$ cat src/rtl/cache_fsm.sv
// Cache-side miss handler: resolves core requests as hit or miss and
// sequences the dirty write-back and refill bursts toward memory.
module cache_fsm #(
    parameter int BLOCK_WORDS = 16,
    parameter int CNT_W       = $clog2(BLOCK_WORDS)
) (
    input  logic             clk,
    input  logic             arst,
    input  logic             i_start,
    input  logic             i_write,
    input  logic             i_hit,
    input  logic             i_dirty,
    input  logic             i_mem_ready,
    output logic             o_stall,
    output logic             o_mem_req,
    output logic             o_mem_we,
    output logic             o_addr_sel,
    output logic [CNT_W-1:0] o_beat_cnt,
    output logic             o_data_we,
    output logic             o_line_fill,
    output logic             o_tag_we,
    output logic             o_dirty_set,
    output logic             o_dirty_clr
);

    typedef enum logic [1:0] {
        S_IDLE,
        S_WRITE_BACK,
        S_ALLOCATE,
        S_REFILL_DONE
    } state_t;

    state_t           r_state;
    state_t           w_next;
    logic [CNT_W-1:0] r_cnt;
    logic [CNT_W-1:0] w_cnt_nxt;
    logic             w_last;

    assign w_last     = (r_cnt == CNT_W'(BLOCK_WORDS - 1));
    assign o_beat_cnt = r_cnt;

    always_ff @(posedge clk or posedge arst) begin
        if (arst) begin
            r_state <= S_IDLE;
            r_cnt   <= '0;
        end else begin
            r_state <= w_next;
            r_cnt   <= w_cnt_nxt;
        end
    end

    always_comb begin
        w_next      = r_state;
        w_cnt_nxt   = r_cnt;
        o_stall     = 1'b0;
        o_mem_req   = 1'b0;
        o_mem_we    = 1'b0;
        o_addr_sel  = 1'b0;
        o_data_we   = 1'b0;
        o_line_fill = 1'b0;
        o_tag_we    = 1'b0;
        o_dirty_set = 1'b0;
        o_dirty_clr = 1'b0;
        // Strobes are forced quiet while reset is held so nothing lands in the arrays.
        if (!arst) begin
            unique case (r_state)
                S_IDLE: begin
                    if (i_start) begin
                        if (i_hit) begin
                            o_data_we   = i_write;
                            o_dirty_set = i_write;
                        end else begin
                            o_stall   = 1'b1;
                            w_cnt_nxt = '0;
                            w_next    = i_dirty ? S_WRITE_BACK : S_ALLOCATE;
                        end
                    end
                end
                S_WRITE_BACK: begin
                    o_stall    = 1'b1;
                    o_mem_req  = 1'b1;
                    o_mem_we   = 1'b1;
                    o_addr_sel = 1'b1;
                    if (i_mem_ready) begin
                        w_cnt_nxt = r_cnt + 1'b1;
                        if (w_last) begin
                            w_next = S_ALLOCATE;
                        end
                    end
                end
                S_ALLOCATE: begin
                    o_stall   = 1'b1;
                    o_mem_req = 1'b1;
                    if (i_mem_ready) begin
                        o_data_we   = 1'b1;
                        o_line_fill = 1'b1;
                        w_cnt_nxt   = r_cnt + 1'b1;
                        if (w_last) begin
                            o_tag_we    = 1'b1;
                            o_dirty_clr = 1'b1;
                            w_next      = S_REFILL_DONE;
                        end
                    end
                end
                S_REFILL_DONE: begin
                    o_stall = 1'b1;
                    w_next  = S_IDLE;
                end
                default: begin
                    w_next    = S_IDLE;
                    w_cnt_nxt = '0;
                end
            endcase
        end
    end

endmodule

$ cat config.mk
export PLATFORM = sky130hd
export DESIGN_NAME = cache_fsm
export DESIGN_NICKNAME = d
export VERILOG_FILES = /design/src/rtl/cache_fsm.sv
export SDC_FILE = /design/constraint.sdc
export NUM_CORES = 1
export LEC_CHECK = 0
export ABC_CLOCK_PERIOD_IN_PS = 2400
export CAP_MARGIN = 20
export CORE_AREA = 10 10 47 49
export CTS_CLUSTER_DIAMETER = 150
export DETAILED_ROUTE_END_ITERATION = 8
export DIE_AREA = 0 0 57 59
export GPL_ROUTABILITY_DRIVEN = 0
export PLACE_DENSITY = 0.73
export REMOVE_ABC_BUFFERS = 1
export SLEW_MARGIN = 20
export SYNTH_ARGS = -nofsm -noshare
export SYNTH_HDL_FRONTEND = slang
export SYNTH_SLANG_ARGS = --single-unit
export TNS_END_PERCENT = 100
$ cat constraint.sdc
create_clock -name clk -period 2.4 [get_ports clk]
set_input_delay 0.48 -clock clk [delete_from_list [all_inputs] [get_ports clk]]
set_output_delay 0.48 -clock clk [all_outputs]
set_load 0.005 [all_outputs]
# ---- Word-level counts from Yosys, hierarchy flattened
# Index checks and enable logic that the tools add are counted.
# W data, S select, Z words.
dict set report totals {
  regBits 6
  word_cells 54
  output_inout_bits 13
  memories 0
  ram_bits 0
  romBits 0
  latchBits 0
}
dict set report classes {
  n_div 0
  n_shift 0
  bitwise_logic 1
  n_addsub 1
  mul 0
  reduce_logical 6
  muxes 33
  n_eq_ne 11
  n_lt_le_gt_ge 0
}
# operator n
set ops {}
lappend ops {{$mux W1} 19}
lappend ops {{$mux W2} 7}
lappend ops {{$mux W4} 3}
lappend ops {{$ne A2 B2 Y1 const B} 6}
lappend ops {{$pmux W2 S4} 1}
lappend ops {{$pmux W4 S2} 1}
lappend ops {{$reduce_and A7 Y1} 1}
lappend ops {{$reduce_and A5 Y1} 1}
lappend ops {{$add A4 B1 Y4 const B} 1}
lappend ops {{$eq A2 B2 Y1 const B} 2}
lappend ops {{$eq A4 B4 Y1 const B} 1}
lappend ops {{$pmux W1 S2} 2}
lappend ops {{$reduce_or A3 Y1} 1}
lappend ops {{$eq A2 B1 Y1 const B} 1}
lappend ops {{$logic_not A2 Y1} 1}
lappend ops {{$ne A2 B1 Y1 const B} 1}
lappend ops {{$reduce_bool A2 Y1} 1}
lappend ops {{$reduce_or A2 Y1} 1}
lappend ops {{$not A1 Y1} 1}

# ---- Logic depth before layout (Yosys ltp)
dict set report logic_depth {
  ltp_word 5
  mapped_depth 6
  depth_no_buf 6
}

# ---- Least setup slack after synthesis
# OpenSTA, ideal clock, no wires.
dict set report synth_timing {
  kind {input -> output}
  startpoint {in i_mem_ready}
  endpoint {out o_tag_we}
  stages 4
  t_required_ns 1.920
  arrival_ns 1.089
  slack_ns 0.831
  cell_sequence {clkbuf_1 -> nand3_1 -> nor2_1 -> buf_4}
}
dict set report synth_via {
  elab_chain_len 3
}
# element line_no
set synth_rtl {}
lappend synth_rtl {{start, declared} 13} ;# input logic i_mem_ready,
lappend synth_rtl {{$mux W1 (3 in series)} n/a}
lappend synth_rtl {{end, declared} 21} ;# output logic o_tag_we,
# Every way passes these cells.

# ---- Worst setup path in the final report
dict set report layout_timing {
  startpoint {in arst}
  endpoint {out o_data_we}
}
dict set report layout_via {
  elab_chain_len 1
}
# element line_no
set layout_rtl {}
lappend layout_rtl {{start, declared} 8} ;# input logic arst,
lappend layout_rtl {{$mux W1} 65} ;# if (!arst) begin
lappend layout_rtl {{end, declared} 19} ;# output logic o_data_we,
# Every way passes these cells.

==> out/qor.log <==
INFO  outcome        outcome=completed
INFO  routing        avgRoutedWirePerCell=13.78um
INFO  yosys          async_flop_share=100.0%
INFO  worst_setup_path setup.worst_path.start=arst
INFO  clock_network  root_buffer=clkbuf_4
INFO  timing         timing_max_transition_violations_final=0
INFO  yosys          yosys-top-cells-count=o21ai_0 (8), ha_1 (7), dfrtp_1 (6), inv_1 (6), nor2_1 (6)
INFO  clock_network  cts_hold_buf=0
INFO  clock_network  cts_tree=built
INFO  pwr            power.share.clock=10.5%
INFO  worst_setup_path reg2reg_depth=7
INFO  pwr            leakage=0.3508nW
INFO  global_route   antenna_violations_before_repair=0
INFO  final_layout   final_nets=101
INFO  timing         max_clock_freq=0.4335GHz
INFO  clock_network  ctsHtreeMaxLevel=1
INFO  pwr            intPower=0.0004904W
INFO  hold_path      worst_hold_path_type=in -> async
INFO  pwr            swShare=42.96%
INFO  final_layout   drive_above_1_share=12.94%
INFO  yosys          count_of_state_elements_after_synthesis=6
INFO  worst_setup_path worst_setup_path_type=in -> out
INFO  floorplanning  design.portCount=20
INFO  placed_design  hpwl=1189um
INFO  timing         period_share=96.12%
INFO  yosys          synth.cell_area=501.7um2
INFO  floorplanning  placementRows=14
INFO  yosys          syn_area_per_cell=8.225um2
INFO  routing        routed_via_density=5.287
INFO  worst_setup_path cp_data_arrival_time=1830ps
INFO  timing         hold_violations=0
INFO  clock_network  worstSkewPairLatency=240ps
INFO  clock_network  clkSinkCount=6
INFO  yosys          synthDominantCellAreaShare=29.93%
INFO  final_layout   syn_to_final_growth=50.62%
INFO  routing        post-route-drc-count=0
INFO  clock_network  cts.repair.resized=0
INFO  global_route   globalRoute.totalOverflow=0
INFO  yosys          synth_area_leader_cell=dfrtp_1
INFO  timing         relSlewSlack=79.08%
INFO  clock_network  path_clk_slew=40ps
INFO  worst_setup_path crit_path_start_kind=input pin
INFO  clock_network  post-cts-setup-buffer-count=0
INFO  worst_setup_path timing.reg2reg.setup_slack=790ps
INFO  worst_setup_path cp_max_fo=3
INFO  routing        drt_first_iter_violations=17
INFO  yosys          post_synth_num_cell_types=21
INFO  pwr            power.switching=0.0003693W
INFO  yosys          yosysWarnings=0
INFO  final_layout   finalCoreUtilization=53.93%
INFO  flow_run       max-cap-violations=0
INFO  worst_setup_path critical_path.reg2reg.startpoint=r_state[0]
INFO  pwr            power.ir.vdd_worst=475.4uV
INFO  pwr            powerDensity=1138nW/um2
INFO  yosys          dominantRegCellSynth=dfrtp_1
INFO  timing         fin_setup_tns=0ps
INFO  timing         final_period_minus_worst_setup_slack=2307ps
INFO  floorplanning  initial_core_utilization=35.80%
INFO  pwr            total_design_power=0.0008597W
INFO  global_route   groute.usage.overall=8.866%
INFO  timing         clock-skew-final=4.677ps
INFO  global_route   grt_pass1_wl=2408um
INFO  routing        vias=534
INFO  floorplanning  fp.dieArea=3363um2
INFO  yosys          yosysMostFrequentCell=o21ai_0
INFO  placed_design  io_buffers=19
INFO  timing         final-setup-viol-count=0
INFO  routing        ant_nets=0
INFO  routing        drt-pass1-iter-count=4
INFO  final_layout   antenna_cells=0
INFO  floorplanning  core_area=1401um2
INFO  pwr            pwr-share-comb=63.9%
INFO  timing         worst_slew_pin_slew=312.5ps
INFO  pwr            relative_contribution_of_sequential_cells_to_total_power=25.6%
INFO  worst_setup_path critPathCaptureType=primary output
INFO  global_route   grt_start_max_net_pins=8
INFO  routing        totalWireLength=1392um
INFO  yosys          synth_seq_area_share=29.93%
INFO  floorplanning  die_width=57um
INFO  yosys          synth_area_leaders=dfrtp_1 (30%), ha_1 (17%), o21ai_0 (8.0%)
INFO  clock_network  cts_made_buffers=3
INFO  clock_network  clk_path_buf_depth=2
INFO  worst_setup_path worst-endpoint-required=1920ps
INFO  yosys          synth_edf_count=0
INFO  floorplanning  die_y=59um
INFO  yosys          synth_cells=61
INFO  worst_setup_path regToRegEndpoint=r_state[1]
INFO  worst_setup_path crit_path_end=o_data_we
INFO  global_route   first_global_vias=560
flip-flops by register name (all words and copies together) (netlist names):
name and flops:
o_beat_cnt 4, r_state 2
worst max-delay path: stages:
cell and delay [ps]:
clkdlybuf4s50_1 420, inv_1 90, nand3_1 80, nor2_1 130
o22a_1 130, clkdlybuf4s50_1 500
layer usage:
metal,track usage (%),vias up,share of wire [%]
met2,13.64,28,48
met1,9.409,242,40
met4,5.034,0,0.57
met3,4.936,2,12
li1,-,262,-
met5,0,-,0
power by group through the flow:
| stage | registers, W | clock network [W] | logic [W] |
|---|---|---|---|
| floorplan | 0.000206 | 0 | 0.000304 |
| global placement | 0.000216 | 0 | 0.000528 |
| detailed placement | 0.000218 | 0 | 0.000544 |
| CTS | 0.000218 | 0.0000946 | 0.000551 |
| global route | 0.000229 | 0.000104 | 0.000634 |
| finish | 0.000220 | 0.0000900 | 0.000549 |
cell families (layout without fill, tap and decap cells):
group,after synthesis,count (layout),share of synthesized area (%)
AND/OR/NAND/NOR,22,22,21.95
AO/OA/AOI/OAI,14,14,16.46
buffers and inverters,9,33,8.228
adder cells (fa/ha/maj),7,7,17.46
flip-flops,6,6,29.92
multiplexers,3,3,5.985
final cells by class:
cell class / count / area [um2]
Sequential cell: 6 / 150.1
Clock buffer: 3 / 22.52
Tap cell: 16 / 20.02
Multi-Input combinational cell: 46 / 312.8
Inverter: 6 / 22.52
Fill cell: 145 / 645.6
Timing Repair Buffer: 24 / 227.7
through the flow:
stage	cells	hold slack (ps)	cell area, um2	setup slack [ps]
finish	101	577.9	755.7	93.18
CTS	101	576.2	753.2	2.887
global route	101	605.2	755.7	-0.6688
floorplan	58	287.9	483.0	841.6
detailed placement	98	586.5	730.7	71.01
global placement	98	574.6	730.7	99.17
worst min path at each step:
stage / startpoint / endpoint / slack [ps]
floorplan: arst / o_beat_cnt[0] / 290
global placement: o_beat_cnt[1] / o_beat_cnt[1] / 570
detailed placement: o_beat_cnt[1] / o_beat_cnt[1] / 590
CTS: arst / o_beat_cnt[2] / 580
global route: arst / r_state[0] / 610
finish: arst / o_beat_cnt[3] / 580
placed cells by master, fill, tap and decap left out:
cell type | synthesis | final
a21o_1 | 1 | 1
a21oi_1 | 1 | 1
o22a_1 | 1 | 1
o21ai_0 | 8 | 8
nand3_1 | 5 | 5
inv_2 | 0 | 2
nor2b_1 | 2 | 2
o211ai_1 | 2 | 2
nand2b_1 | 1 | 1
clkdlybuf4s50_1 | 0 | 19
inv_1 | 6 | 4
ha_2 | 0 | 1
mux2i_1 | 3 | 3
buf_4 | 2 | 5
clkbuf_4 | 0 | 3
nor2_1 | 6 | 6
nand4_1 | 1 | 1
or4_1 | 1 | 1
and2_1 | 1 | 1
nand4b_1 | 1 | 1
nand2_1 | 4 | 4
ha_1 | 7 | 6
a31oi_1 | 1 | 1
dfrtp_1 | 6 | 6
(Power assumes the default switching activity.)
